===== src/rtl/uart_out_sched_pkg.sv =====
// Shared types and default sizing for the CPU OUT byte scheduler feeding uart_tx.
package uart_out_sched_pkg;

  localparam int unsigned DEFAULT_DEPTH        = 16;
  localparam int unsigned DEFAULT_BUSY_TIMEOUT = 4;
  localparam int unsigned DATA_W               = 8;

  typedef enum logic [1:0] {
    ST_IDLE      = 2'd0,
    ST_START     = 2'd1,
    ST_WAIT_BUSY = 2'd2,
    ST_WAIT_DONE = 2'd3
  } state_e;

endpackage


===== src/rtl/sync_fifo.sv =====
// Single-clock FIFO with power-of-two depth; head word is visible without a pop.
module sync_fifo #(
  parameter int unsigned DEPTH = 16,
  parameter int unsigned WIDTH = 8
) (
  input  logic                     clk,
  input  logic                     rst,
  input  logic                     push_i,
  input  logic [WIDTH-1:0]         push_data_i,
  input  logic                     pop_i,
  output logic [WIDTH-1:0]         pop_data_o,
  output logic [$clog2(DEPTH):0]   level_o
);

  localparam int unsigned AW = $clog2(DEPTH);
  localparam int unsigned LW = AW + 1;

  logic [WIDTH-1:0] mem_q [DEPTH];
  logic [AW-1:0]    wr_ptr_q, rd_ptr_q;
  logic [LW-1:0]    level_q;
  logic             do_push, do_pop;

  // Guard both ends so a stray request can never corrupt pointers or level.
  assign do_push = push_i && (level_q != LW'(DEPTH));
  assign do_pop  = pop_i && (level_q != '0);

  always_ff @(posedge clk) begin
    if (do_push) begin
      mem_q[wr_ptr_q] <= push_data_i;
    end
  end

  // Pointers wrap naturally since DEPTH is a power of two.
  always_ff @(posedge clk) begin
    if (rst) begin
      wr_ptr_q <= '0;
      rd_ptr_q <= '0;
      level_q  <= '0;
    end else begin
      if (do_push) wr_ptr_q <= wr_ptr_q + AW'(1);
      if (do_pop)  rd_ptr_q <= rd_ptr_q + AW'(1);
      case ({do_push, do_pop})
        2'b10:   level_q <= level_q + LW'(1);
        2'b01:   level_q <= level_q - LW'(1);
        default: level_q <= level_q;
      endcase
    end
  end

  assign pop_data_o = mem_q[rd_ptr_q];
  assign level_o    = level_q;

endmodule


===== src/rtl/uart_out_sched.sv =====
// Buffers CPU OUT bytes and hands them one at a time to uart_tx using a start/busy handshake.
module uart_out_sched
  import uart_out_sched_pkg::*;
#(
  parameter int unsigned DEPTH        = DEFAULT_DEPTH,
  parameter int unsigned BUSY_TIMEOUT = DEFAULT_BUSY_TIMEOUT
) (
  input  logic                   clk,
  input  logic                   rst,
  input  logic [7:0]             in_data,
  input  logic                   in_valid,
  output logic                   in_ready,
  output logic [7:0]             tx_data,
  output logic                   tx_start,
  input  logic                   tx_busy,
  output logic [$clog2(DEPTH):0] level,
  output logic                   idle,
  output logic                   ovf,
  output logic                   tmo
);

  localparam int unsigned LW = $clog2(DEPTH) + 1;
  localparam int unsigned CW = (BUSY_TIMEOUT > 1) ? $clog2(BUSY_TIMEOUT) : 1;

  state_e            state_q, state_d;
  logic [CW-1:0]     cnt_q, cnt_d;
  logic [DATA_W-1:0] tx_data_q, tx_data_d;
  logic              tx_start_q, tx_start_d;
  logic              ovf_q, ovf_d;
  logic              tmo_q, tmo_d;
  logic              idle_q, idle_d;

  logic              push, pop;
  logic [DATA_W-1:0] fifo_head;
  logic [LW-1:0]     fifo_level;
  logic [LW-1:0]     level_next;

  sync_fifo #(
    .DEPTH (DEPTH),
    .WIDTH (DATA_W)
  ) u_fifo (
    .clk         (clk),
    .rst         (rst),
    .push_i      (push),
    .push_data_i (in_data),
    .pop_i       (pop),
    .pop_data_o  (fifo_head),
    .level_o     (fifo_level)
  );

  assign in_ready = (fifo_level != LW'(DEPTH));
  assign push     = in_valid && in_ready;

  // Handshake FSM: pop in IDLE, pulse start, wait for busy to rise then fall.
  always_comb begin
    state_d   = state_q;
    cnt_d     = cnt_q;
    tx_data_d = tx_data_q;
    tmo_d     = tmo_q;
    pop       = 1'b0;

    case (state_q)
      ST_IDLE: begin
        if ((fifo_level != '0) && !tx_busy) begin
          pop       = 1'b1;
          tx_data_d = fifo_head;
          state_d   = ST_START;
        end
      end
      ST_START: begin
        cnt_d   = '0;
        state_d = ST_WAIT_BUSY;
      end
      ST_WAIT_BUSY: begin
        if (tx_busy) begin
          state_d = ST_WAIT_DONE;
        end else if (cnt_q == CW'(BUSY_TIMEOUT - 1)) begin
          tmo_d   = 1'b1;
          state_d = ST_IDLE;
        end else begin
          cnt_d = cnt_q + CW'(1);
        end
      end
      ST_WAIT_DONE: begin
        if (!tx_busy) state_d = ST_IDLE;
      end
      default: state_d = ST_IDLE;
    endcase

    ovf_d      = ovf_q || (in_valid && !in_ready);
    level_next = fifo_level + LW'(push) - LW'(pop);
    idle_d     = (level_next == '0) && (state_d == ST_IDLE);
    tx_start_d = (state_d == ST_START);
  end

  always_ff @(posedge clk) begin
    if (rst) begin
      state_q    <= ST_IDLE;
      cnt_q      <= '0;
      tx_data_q  <= '0;
      tx_start_q <= 1'b0;
      ovf_q      <= 1'b0;
      tmo_q      <= 1'b0;
      idle_q     <= 1'b1;
    end else begin
      state_q    <= state_d;
      cnt_q      <= cnt_d;
      tx_data_q  <= tx_data_d;
      tx_start_q <= tx_start_d;
      ovf_q      <= ovf_d;
      tmo_q      <= tmo_d;
      idle_q     <= idle_d;
    end
  end

  assign tx_data  = tx_data_q;
  assign tx_start = tx_start_q;
  assign level    = fifo_level;
  assign idle     = idle_q;
  assign ovf      = ovf_q;
  assign tmo      = tmo_q;

endmodule


===== config.mk =====
export PLATFORM = sky130hd
export DESIGN_NAME = uart_out_sched
export DESIGN_NICKNAME = d
export VERILOG_FILES = /design/src/rtl/uart_out_sched_pkg.sv /design/src/rtl/sync_fifo.sv /design/src/rtl/uart_out_sched.sv
export SDC_FILE = /design/constraint.sdc
export NUM_CORES = 1
export LEC_CHECK = 0
export BUFFER_PORTS_ARGS = -buffer_cell sky130_fd_sc_hd__buf_4
export CAP_MARGIN = 20
export CELL_PAD_IN_SITES_DETAIL_PLACEMENT = 1
export CELL_PAD_IN_SITES_GLOBAL_PLACEMENT = 1
export CORE_ASPECT_RATIO = 0.75
export CORE_MARGIN = 3
export CORE_UTILIZATION = 55
export CTS_BUF_LIST = sky130_fd_sc_hd__clkbuf_4 sky130_fd_sc_hd__clkbuf_8
export CTS_CLUSTER_SIZE = 16
export DETAILED_ROUTE_END_ITERATION = 12
export GPL_ROUTABILITY_DRIVEN = 1
export PLACE_DENSITY = 0.91
export SLEW_MARGIN = 15
export SYNTH_ARGS = -nofsm -noshare
export SYNTH_HDL_FRONTEND = slang
export SYNTH_HIERARCHICAL = 1
export SYNTH_SLANG_ARGS = --single-unit

===== constraint.sdc =====
create_clock -name clk -period 9.3 [get_ports clk]
set_clock_uncertainty 0.15 [all_clocks]
set_input_delay 0.465 -clock clk [delete_from_list [all_inputs] [get_ports clk]]
set_output_delay 0.465 -clock clk [all_outputs]
set_load 0.005 [all_outputs]

==> results of run 1 <==
[power groups by stage]
stage / registers, uW / clock network, uW / logic, uW
floorplan: 850 / 0 / 260
global placement: 878 / 0 / 299
detailed placement: 882 / 0 / 320
CTS: 867 / 468 / 322
global route: 874 / 499 / 356
finish: 866 / 456 / 323
[layer usage]
layer | wire length, um | vias to the layer above
met5 | 0 | -
met4 | 250 | 0
met3 | 895 | 19
met2 | 7160 | 101
met1 | 6070 | 1884
li1 | - | 1577
[cells by family (layout without fill, tap and decap cells)]
kind of cell / count (synthesis) / count (layout) / share of synthesized area [%]
AO/OA/AOI/OAI: 27 / 27 / 3.14
XOR/XNOR: 13 / 13 / 1.69
AND/OR/NAND/NOR: 86 / 86 / 6.05
buffers and inverters: 31 / 79 / 2.66
adder cells (fa/ha/maj): 16 / 16 / 3.09
multiplexers: 51 / 51 / 16.4
flip-flops: 161 / 161 / 67.0
[worst max-delay path, stage by stage, from the launching register on]
cell and delay, ns:
dfxtp_1 0.55, inv_1 0.12, ha_1 0.21, nor3b_4 0.16, a2111oi_4 0.69, o21a_1 0.35
ha_1 0.42, ha_1 0.35, a31o_1 0.22, a22o_1 0.23, nor4_1 0.33, mux2_1 0.36
[flip-flops by register name, summed over array words and instances, names as in the netlist, named ones only]
name,flops
u_fifo/rd_ptr_q,4
tx_data,8
u_fifo/wr_ptr_q,4
idle,1
cnt_q,2
tx_start,1
tmo,1
u_fifo/level_o,5
u_fifo/mem_q,128
ovf,1
state_q,2
[final cells by class]
class                      count  area, um2  area share [%]
clock buffer                  18        241            3.26
clock inverter                14        109            1.47
inverter                      12       45.0           0.608
multi-input combinational    193       2040            27.5
sequential                   161       4510            60.8
tap                          162        203            2.73
timing repair buffer          35        267            3.60
[path summary, 6_finish.rpt]
kind	slack [ns]	endpoint	from	cells after the start
max reg2reg	5.03	u_fifo/level_o[4]$_SDFFE_PP0P_	u_fifo/level_o[2]$_SDFFE_PP0P_	11
min reg2reg	0.34	ovf$_SDFF_PP0_	ovf$_SDFF_PP0_	2
max	5.03	u_fifo/level_o[4]$_SDFFE_PP0P_	u_fifo/level_o[2]$_SDFFE_PP0P_	11
min	0.12	ovf$_SDFF_PP0_	in_valid	3
[Yosys cell counts (2+ instances only)]
cell	number
nor2b_1	2
mux4_1	24
nand2b_1	5
buf_8	2
nor2_1	48
a21oi_1	7
buf_6	3
nor3b_1	2
nand2_1	11
inv_1	12
nor4_1	2
edfxtp_1	128
a31oi_1	2
o21a_1	3
xor2_1	7
clkbuf_1	7
buf_1	5
mux4_2	16
mux2i_1	10
xnor2_1	6
dfxtp_1	33
nor3_1	8
nand4_1	2
ha_1	15
a21o_1	2
[through the flow]
step | instances | power, uW | hold slack, ns
6_report | 595 | 1640 | 0.123
4_1_cts | 594 | 1660 | 0.0883
5_1_grt | 595 | 1730 | 0.123
2_1_floorplan | 385 | 1110 | 0.297
3_5_place_dp | 562 | 1200 | 0.316
3_3_place_gp | 562 | 1180 | 0.314
==> results.tsv, run 1 <==
stage	metric	value	unit
detailed_routing	totalWireLength	14.4	mm
floorplan	fp-row-count	34	
synthesis	synth_ff_type	edfxtp_1	
status	status	finished clean	
synthesis	synth_cell_types	48	
place	io_buffers	29	
clocking	clock_sinks	161	
place	place_area	7050	um2
worst_setup_path	crit_fanout	10	
clocking	htreeDepth	4	
clocking	post-cts-setup-buffers	0	
final_layout	stdcell_area	7410	um2
pwr	clockPowerShare	27.7	%
final_layout	syn_to_final_growth	10.2	%
clocking	cts_tree	done	
sta	finalSetupViolCount	0	
sta	rsz0062_at_grt	no	
pwr	power.density	222	nW/um2
floorplan	core_area	11800	um2
pwr	p_seq_share	52.6	%
final_layout	fillCellCount	1054	
sta	fmax	234	MHz
synthesis	syn_area	6730	um2
floorplan	die_area	13600	um2
pwr	combPwrFrac	19.6	%
synthesis	synth-seq-area-share	67.0	%
place	finalWeightedCongestion	0.762	
sta	slew_headroom	27.7	%
final_layout	diodes	0	
synthesis	netlist_top_cells_area	edfxtp_1, dfxtp_1, mux4_1, mux4_2, ha_1	
detailed_routing	first_pass_iters	5	
synthesis	synthCells	385	
clocking	cts_root_buffer	clkbuf_8	
floorplan	initial_core_util	57.1	%
detailed_routing	drc	0	
pwr	intPower	1170	uW
final_layout	finalNetCount	448	
global_route	grt_start_max_net_pins	37	
sta	worst_pin_slew	1.08	ns
place	post-dp-hpwl	9.71	mm
sta	tns	0	ns
sta	hold_violations	0	
sta	slew_violations	0	
detailed_routing	vias	3581	
synthesis	synth_seq_cells	161	
sta	fin_crit_sh	45.9	%
global_route	met1_usage	31.3	%
clocking	clk_path_buf_depth	2	
synthesis	async_flop_share	0	%
floorplan	die-height	102	um
final_layout	finish.utilization	62.9	%
detailed_routing	drtIter0Drc	275	
clocking	cts_resized	0	
worst_setup_path	end_kind	register	
synthesis	synth_top_area_share	57.2	%
floorplan	ioPinCount	30	
clocking	hold_buffers	0	
detailed_routing	post_drt_via_cell_ratio	6.02	
global_route	grt_pass1_wl	22.4	mm
synthesis	synth_edf_count	128	
detailed_routing	routedWlPerCell	24.2	um
global_route	use_met2	36.3	%
final_layout	final_cell_mix	edfxtp_1, nor2_1, buf_4, dfxtp_1, mux4_1	
worst_setup_path	crit_type	register to register	
worst_setup_path	crit_required	9.48	ns
synthesis	yosys_warnings	6	
synthesis	syn_nets	413	
pwr	p_leak	0.00249	uW
clocking	cts-buffers-inserted	17	
global_route	antenna_found_initial	0	
worst_setup_path	arrival	4.45	ns
pwr	power_switching_share	28.7	%
pwr	power.switching	473	uW
sta	setup_slack	5.03	ns
global_route	grt_overflow	0	
final_layout	layout_commonest_cell	edfxtp_1	
sta	period_minus_slack	4.27	ns
run	drv_cap	0	
synthesis	synth.avg_cell_area	17.5	um2
global_route	use_met3	6.41	%
place	pre_cts_ws	4.64	ns
global_route	track_usage	23.1	%
clocking	clkTransAtPathRegs	0.09	ns
clocking	worst_skew_pair.late_latency	0.45	ns
synthesis	synth_top_area_cell	edfxtp_1	
global_route	grt_pass1_vias	3768	
worst_setup_path	start_kind	register	
detailed_routing	postRouteAntennaNets	0	
pwr	peakVddDrop	0.149	mV
min_path	hold_class	primary input to register	
floorplan	die_w	134	um
global_route	top_usage_layer	met2	
final_layout	drive_gt1_share	20.3	%
(Power assumes the default switching activity.)
==> run 2, diff against run 1 <==
--- a/config.mk
+++ b/config.mk
@@ -5,13 +5,14 @@
 export SDC_FILE = /design/constraint.sdc
 export NUM_CORES = 1
 export LEC_CHECK = 0
+export ABC_AREA = 1
 export BUFFER_PORTS_ARGS = -buffer_cell sky130_fd_sc_hd__buf_4
 export CAP_MARGIN = 20
 export CELL_PAD_IN_SITES_DETAIL_PLACEMENT = 1
 export CELL_PAD_IN_SITES_GLOBAL_PLACEMENT = 1
 export CORE_ASPECT_RATIO = 0.75
 export CORE_MARGIN = 3
-export CORE_UTILIZATION = 55
+export CORE_UTILIZATION = 52
 export CTS_BUF_LIST = sky130_fd_sc_hd__clkbuf_4 sky130_fd_sc_hd__clkbuf_8
 export CTS_CLUSTER_SIZE = 16
 export DETAILED_ROUTE_END_ITERATION = 12
==> constraint.sdc (replaced) <==
create_clock -name clk -period 4.4 [get_ports clk]
set_clock_uncertainty 0.15 [all_clocks]
set_input_delay 0.22 -clock clk [delete_from_list [all_inputs] [get_ports clk]]
set_output_delay 0.22 -clock clk [all_outputs]
set_load 0.005 [all_outputs]
==> run 2 against run 1 <==
- worst hold slack better by 0.26 ns
- count of clock-buffer cells in the layout is 1 higher
- area after synthesis is 5.2% higher
- utilization is 2.4 points lower
- fmax is 26% higher
- clock power grew to 2.5 times the previous value
- sequential power is 130% higher
- sequential share of layout area is 4.2 points lower
- cell area is 7.4% higher
- non-clock buffer count is 10 higher
- largest cell class unchanged
- highest routed layer unchanged
==> results.tsv, run 2 <==
stage	metric	value	unit	change
final_layout	diodes	0		unchanged
final_layout	fillCellCount	1344		was 1054
final_layout	syn_to_final_growth	12.5	%	was 10.2%
worst_setup_path	crit_type	register to register		unchanged
floorplan	initial_core_util	53.8	%	was 57.1%
global_route	antenna_found_initial	0		unchanged
run	drv_cap	0		unchanged
synthesis	synth-seq-area-share	63.6	%	was 67.0%
synthesis	synthCells	597		was 385
synthesis	synth_seq_cells	161		unchanged
sta	period_minus_slack	3.39	ns	was 4.27 ns
synthesis	synth_edf_count	128		unchanged
synthesis	synth_top_area_cell	edfxtp_1		unchanged
detailed_routing	drc	0		unchanged
detailed_routing	totalWireLength	20.1	mm	was 14.4 mm
clocking	cts_root_buffer	clkbuf_8		unchanged
synthesis	synth_compound_gate_area_share	10.8	%	was 3.14%
worst_setup_path	crit_buf_inv	3		was 1
clocking	cts_resized	0		unchanged
detailed_routing	post_drt_via_cell_ratio	6.06		was 6.02
sta	slew_violations	0		unchanged
sta	fin_crit_sh	77.0	%	was 45.9%
floorplan	ioPinCount	30		unchanged
floorplan	core_area	13200	um2	was 11800 um2
synthesis	yosys-mux-area-fraction	4.53	%	was 16.4%
synthesis	synth-xor-area-share	0.725	%	was 1.69%
sta	hold_violations	0		unchanged
clocking	clkTransAtPathRegs	0.09	ns	about the same
floorplan	die-height	107	um	was 102 um
worst_setup_path	max_stage_delay	0.55	ns	was 0.69 ns
final_layout	finalNetCount	664		was 448
clocking	worst_skew_pair.late_latency	0.46	ns	was 0.45 ns
global_route	grt_pass1_vias	5316		was 3768
synthesis	netlist_top_cells_area	edfxtp_1, dfxtp_1, mux2i_1, inv_1, o211ai_1		was edfxtp_1, dfxtp_1, mux4_1, mux4_2, ha_1
place	post-dp-hpwl	12.0	mm	was 9.71 mm
synthesis	synth.avg_cell_area	11.9	um2	was 17.5 um2
place	finalWeightedCongestion	0.834		was 0.762
sta	slew_headroom	22.6	%	was 27.7%
clocking	cts-buffers-inserted	17		unchanged
place	place_area	7400	um2	was 7050 um2
pwr	peakVddDrop	0.250	mV	was 0.149 mV
clocking	clk_path_buf_depth	2		unchanged
worst_setup_path	crit_required	4.65	ns	was 9.48 ns
pwr	p_leak	0.00291	uW	was 0.00249 uW
sta	fmax	295	MHz	was 234 MHz
synthesis	synth-simple-area-share	11.2	%	was 6.05%
worst_setup_path	path_cells	inv_1 > ha_1 > nand3_2 > nand2_2 > inv_2 > ha_1 > inv_1 > ha_1 > fa_1 > or2_1 > nor2_1 > nand2_1 > nor2_1 > nand2_1 > nand2_1		was inv_1 > ha_1 > nor3b_4 > a2111oi_4 > o21a_1 > ha_1 > ha_1 > a31o_1 > a22o_1 > nor4_1 > mux2_1
worst_setup_path	end_kind	register		unchanged
global_route	grt_start_max_net_pins	97		was 37
synthesis	synth_top_family_by_area	simple AND/OR/NAND/NOR gates		was multiplexers
clocking	cts_tree	done		unchanged
worst_setup_path	start_kind	register		unchanged
detailed_routing	vias	4973		was 3581
min_path	hold_class	register to register		was primary input to register
sta	setup_slack	1.01	ns	was 5.03 ns
floorplan	fp-row-count	36		was 34
worst_setup_path	critPathSlowestCell	dfxtp_1		was a2111oi_4
detailed_routing	routedWlPerCell	24.5	um	was 24.2 um
clocking	post-cts-setup-buffers	0		unchanged
sta	finalSetupViolCount	0		unchanged
detailed_routing	postRouteAntennaNets	0		unchanged
detailed_routing	drtIter0Drc	666		was 275
global_route	grt_pass1_wl	30.6	mm	was 22.4 mm
synthesis	synthAdderAreaFrac	2.93	%	was 3.09%
status	status	finished clean		unchanged
synthesis	syn_nets	625		was 413
floorplan	die_area	15100	um2	was 13600 um2
final_layout	drive_gt1_share	16.9	%	was 20.3%
worst_setup_path	crit_fanout	12		was 10
synthesis	yosysMostFrequentCell	edfxtp_1		unchanged
sta	rsz0062_at_grt	no		unchanged
place	pre_cts_ws	1.11	ns	was 4.64 ns
pwr	power.density	613	nW/um2	was 222 nW/um2
sta	tns	0	ns	unchanged
synthesis	synth_top_area_share	54.3	%	was 57.2%
synthesis	async_flop_share	0	%	unchanged
detailed_routing	first_pass_iters	7		was 5
worst_setup_path	crit_family	adder cells		was compound AO/OA/AOI/OAI gates
worst_setup_path	arrival	3.64	ns	was 4.45 ns
place	io_buffers	29		unchanged
synthesis	synth_cell_types	39		was 48
final_layout	stdcell_area	7960	um2	was 7410 um2
pwr	total_power	4880	uW	was 1640 uW
sta	worst_pin_slew	1.16	ns	was 1.08 ns
floorplan	die_w	141	um	was 134 um
synthesis	syn_area	7080	um2	was 6730 um2
clocking	htreeDepth	4		unchanged
clocking	clock_sinks	161		unchanged
final_layout	multiInputGateArea	2140	um2	was 2040 um2
final_layout	largest_reg_flops	128		unchanged
final_layout	largest-register	u_fifo/mem_q		unchanged
synthesis	synth_ff_type	edfxtp_1		unchanged
global_route	track_usage	27.3	%	was 23.1%
final_layout	layout_commonest_cell	edfxtp_1		unchanged
final_layout	regArea	4510	um2	about the same
global_route	grt_overflow	0		unchanged
synthesis	yosys_warnings	6		unchanged
final_layout	final_cell_mix	edfxtp_1, inv_1, nor2_1, nand2_1, a21oi_1		was edfxtp_1, nor2_1, buf_4, dfxtp_1, mux4_1
final_layout	finish.utilization	60.5	%	was 62.9%
synthesis	synth.top_cells.by_count	edfxtp_1, inv_1, nor2_1		was edfxtp_1, nor2_1, dfxtp_1
[run 2: changes by cell type after synthesis, sizes merged, moves of 7 or more]
cell and change:
inv +62, o21ai +48, mux4 -40, nand2 +37
o211ai +32, a21oi +31, nand3 +30, mux2i +22
nor2 +12, nor3 -7
[run 2: final cells by class]
cell class                 count  area share [%]
multi-input combinational    335            26.8
sequential                   161            56.6
clock buffer                  19            3.13
clock inverter                13            2.03
inverter                      76            3.82
timing repair buffer          45            4.90
tap                          171            2.69
[run 2: timing repair]
item | CTS | global route
endpoints found under the hold margin | 137 | 0
endpoints found under the setup margin | 0 | 0
hold buffers | 13 | 0
[run 2: through the flow]
stage / instances / hold WS [ns]
2_1_floorplan: 597 / 0.139
3_3_place_gp: 774 / 0.288
3_5_place_dp: 774 / 0.301
4_1_cts: 819 / 0.371
5_1_grt: 820 / 0.387
6_report: 820 / 0.379
[run 2: worst paths after layout]
check	startpoint	end	slack [ns]	depth (start not counted)
worst min-delay path	cnt_q[1]$_SDFFE_PP0P_	cnt_q[1]$_SDFFE_PP0P_	0.38	2
worst max register to register	u_fifo/level_o[2]$_SDFFE_PP0P_	idle$_SDFF_PP1_	1.01	15
worst min register to register	cnt_q[1]$_SDFFE_PP0P_	cnt_q[1]$_SDFFE_PP0P_	0.38	2
worst max-delay path	u_fifo/level_o[2]$_SDFFE_PP0P_	idle$_SDFF_PP1_	1.01	15
[run 2: power by group]
part           total (uW)  switching (uW)  internal, uW
Clock                1150             581           574
Combinational        1780            1160           621
Sequential           1950             164          1790
[run 2: worst reg2reg max path, stage by stage, from the launching register on]
cell     delay [ns]
dfxtp_1        0.55
inv_1          0.13
ha_1           0.27
nand3_2        0.10
nand2_2        0.21
inv_2          0.28
ha_1           0.29
inv_1          0.07
ha_1           0.19
fa_1           0.41
or2_1          0.21
nor2_1         0.13
nand2_1        0.08
nor2_1         0.12
nand2_1        0.06
nand2_1        0.07
[run 2: metal layers]
layer	part of all wire, %	vias up	wire, um	GRT usage [%]
met5	0	-	0	0
met4	2.4	0	490	11.5
met3	4.9	42	974	3.83
met2	51	219	10300	47.4
met1	41	2538	8320	34.5
li1	-	2174	-	-
[run 2: cells by family after synthesis]
kind of cell             count (synthesis)
flip-flops                             161
AND/OR/NAND/NOR                        157
AO/OA/AOI/OAI                          125
buffers and inverters                  101
multiplexers                            32
adder cells (fa/ha/maj)                 16
XOR/XNOR                                 5
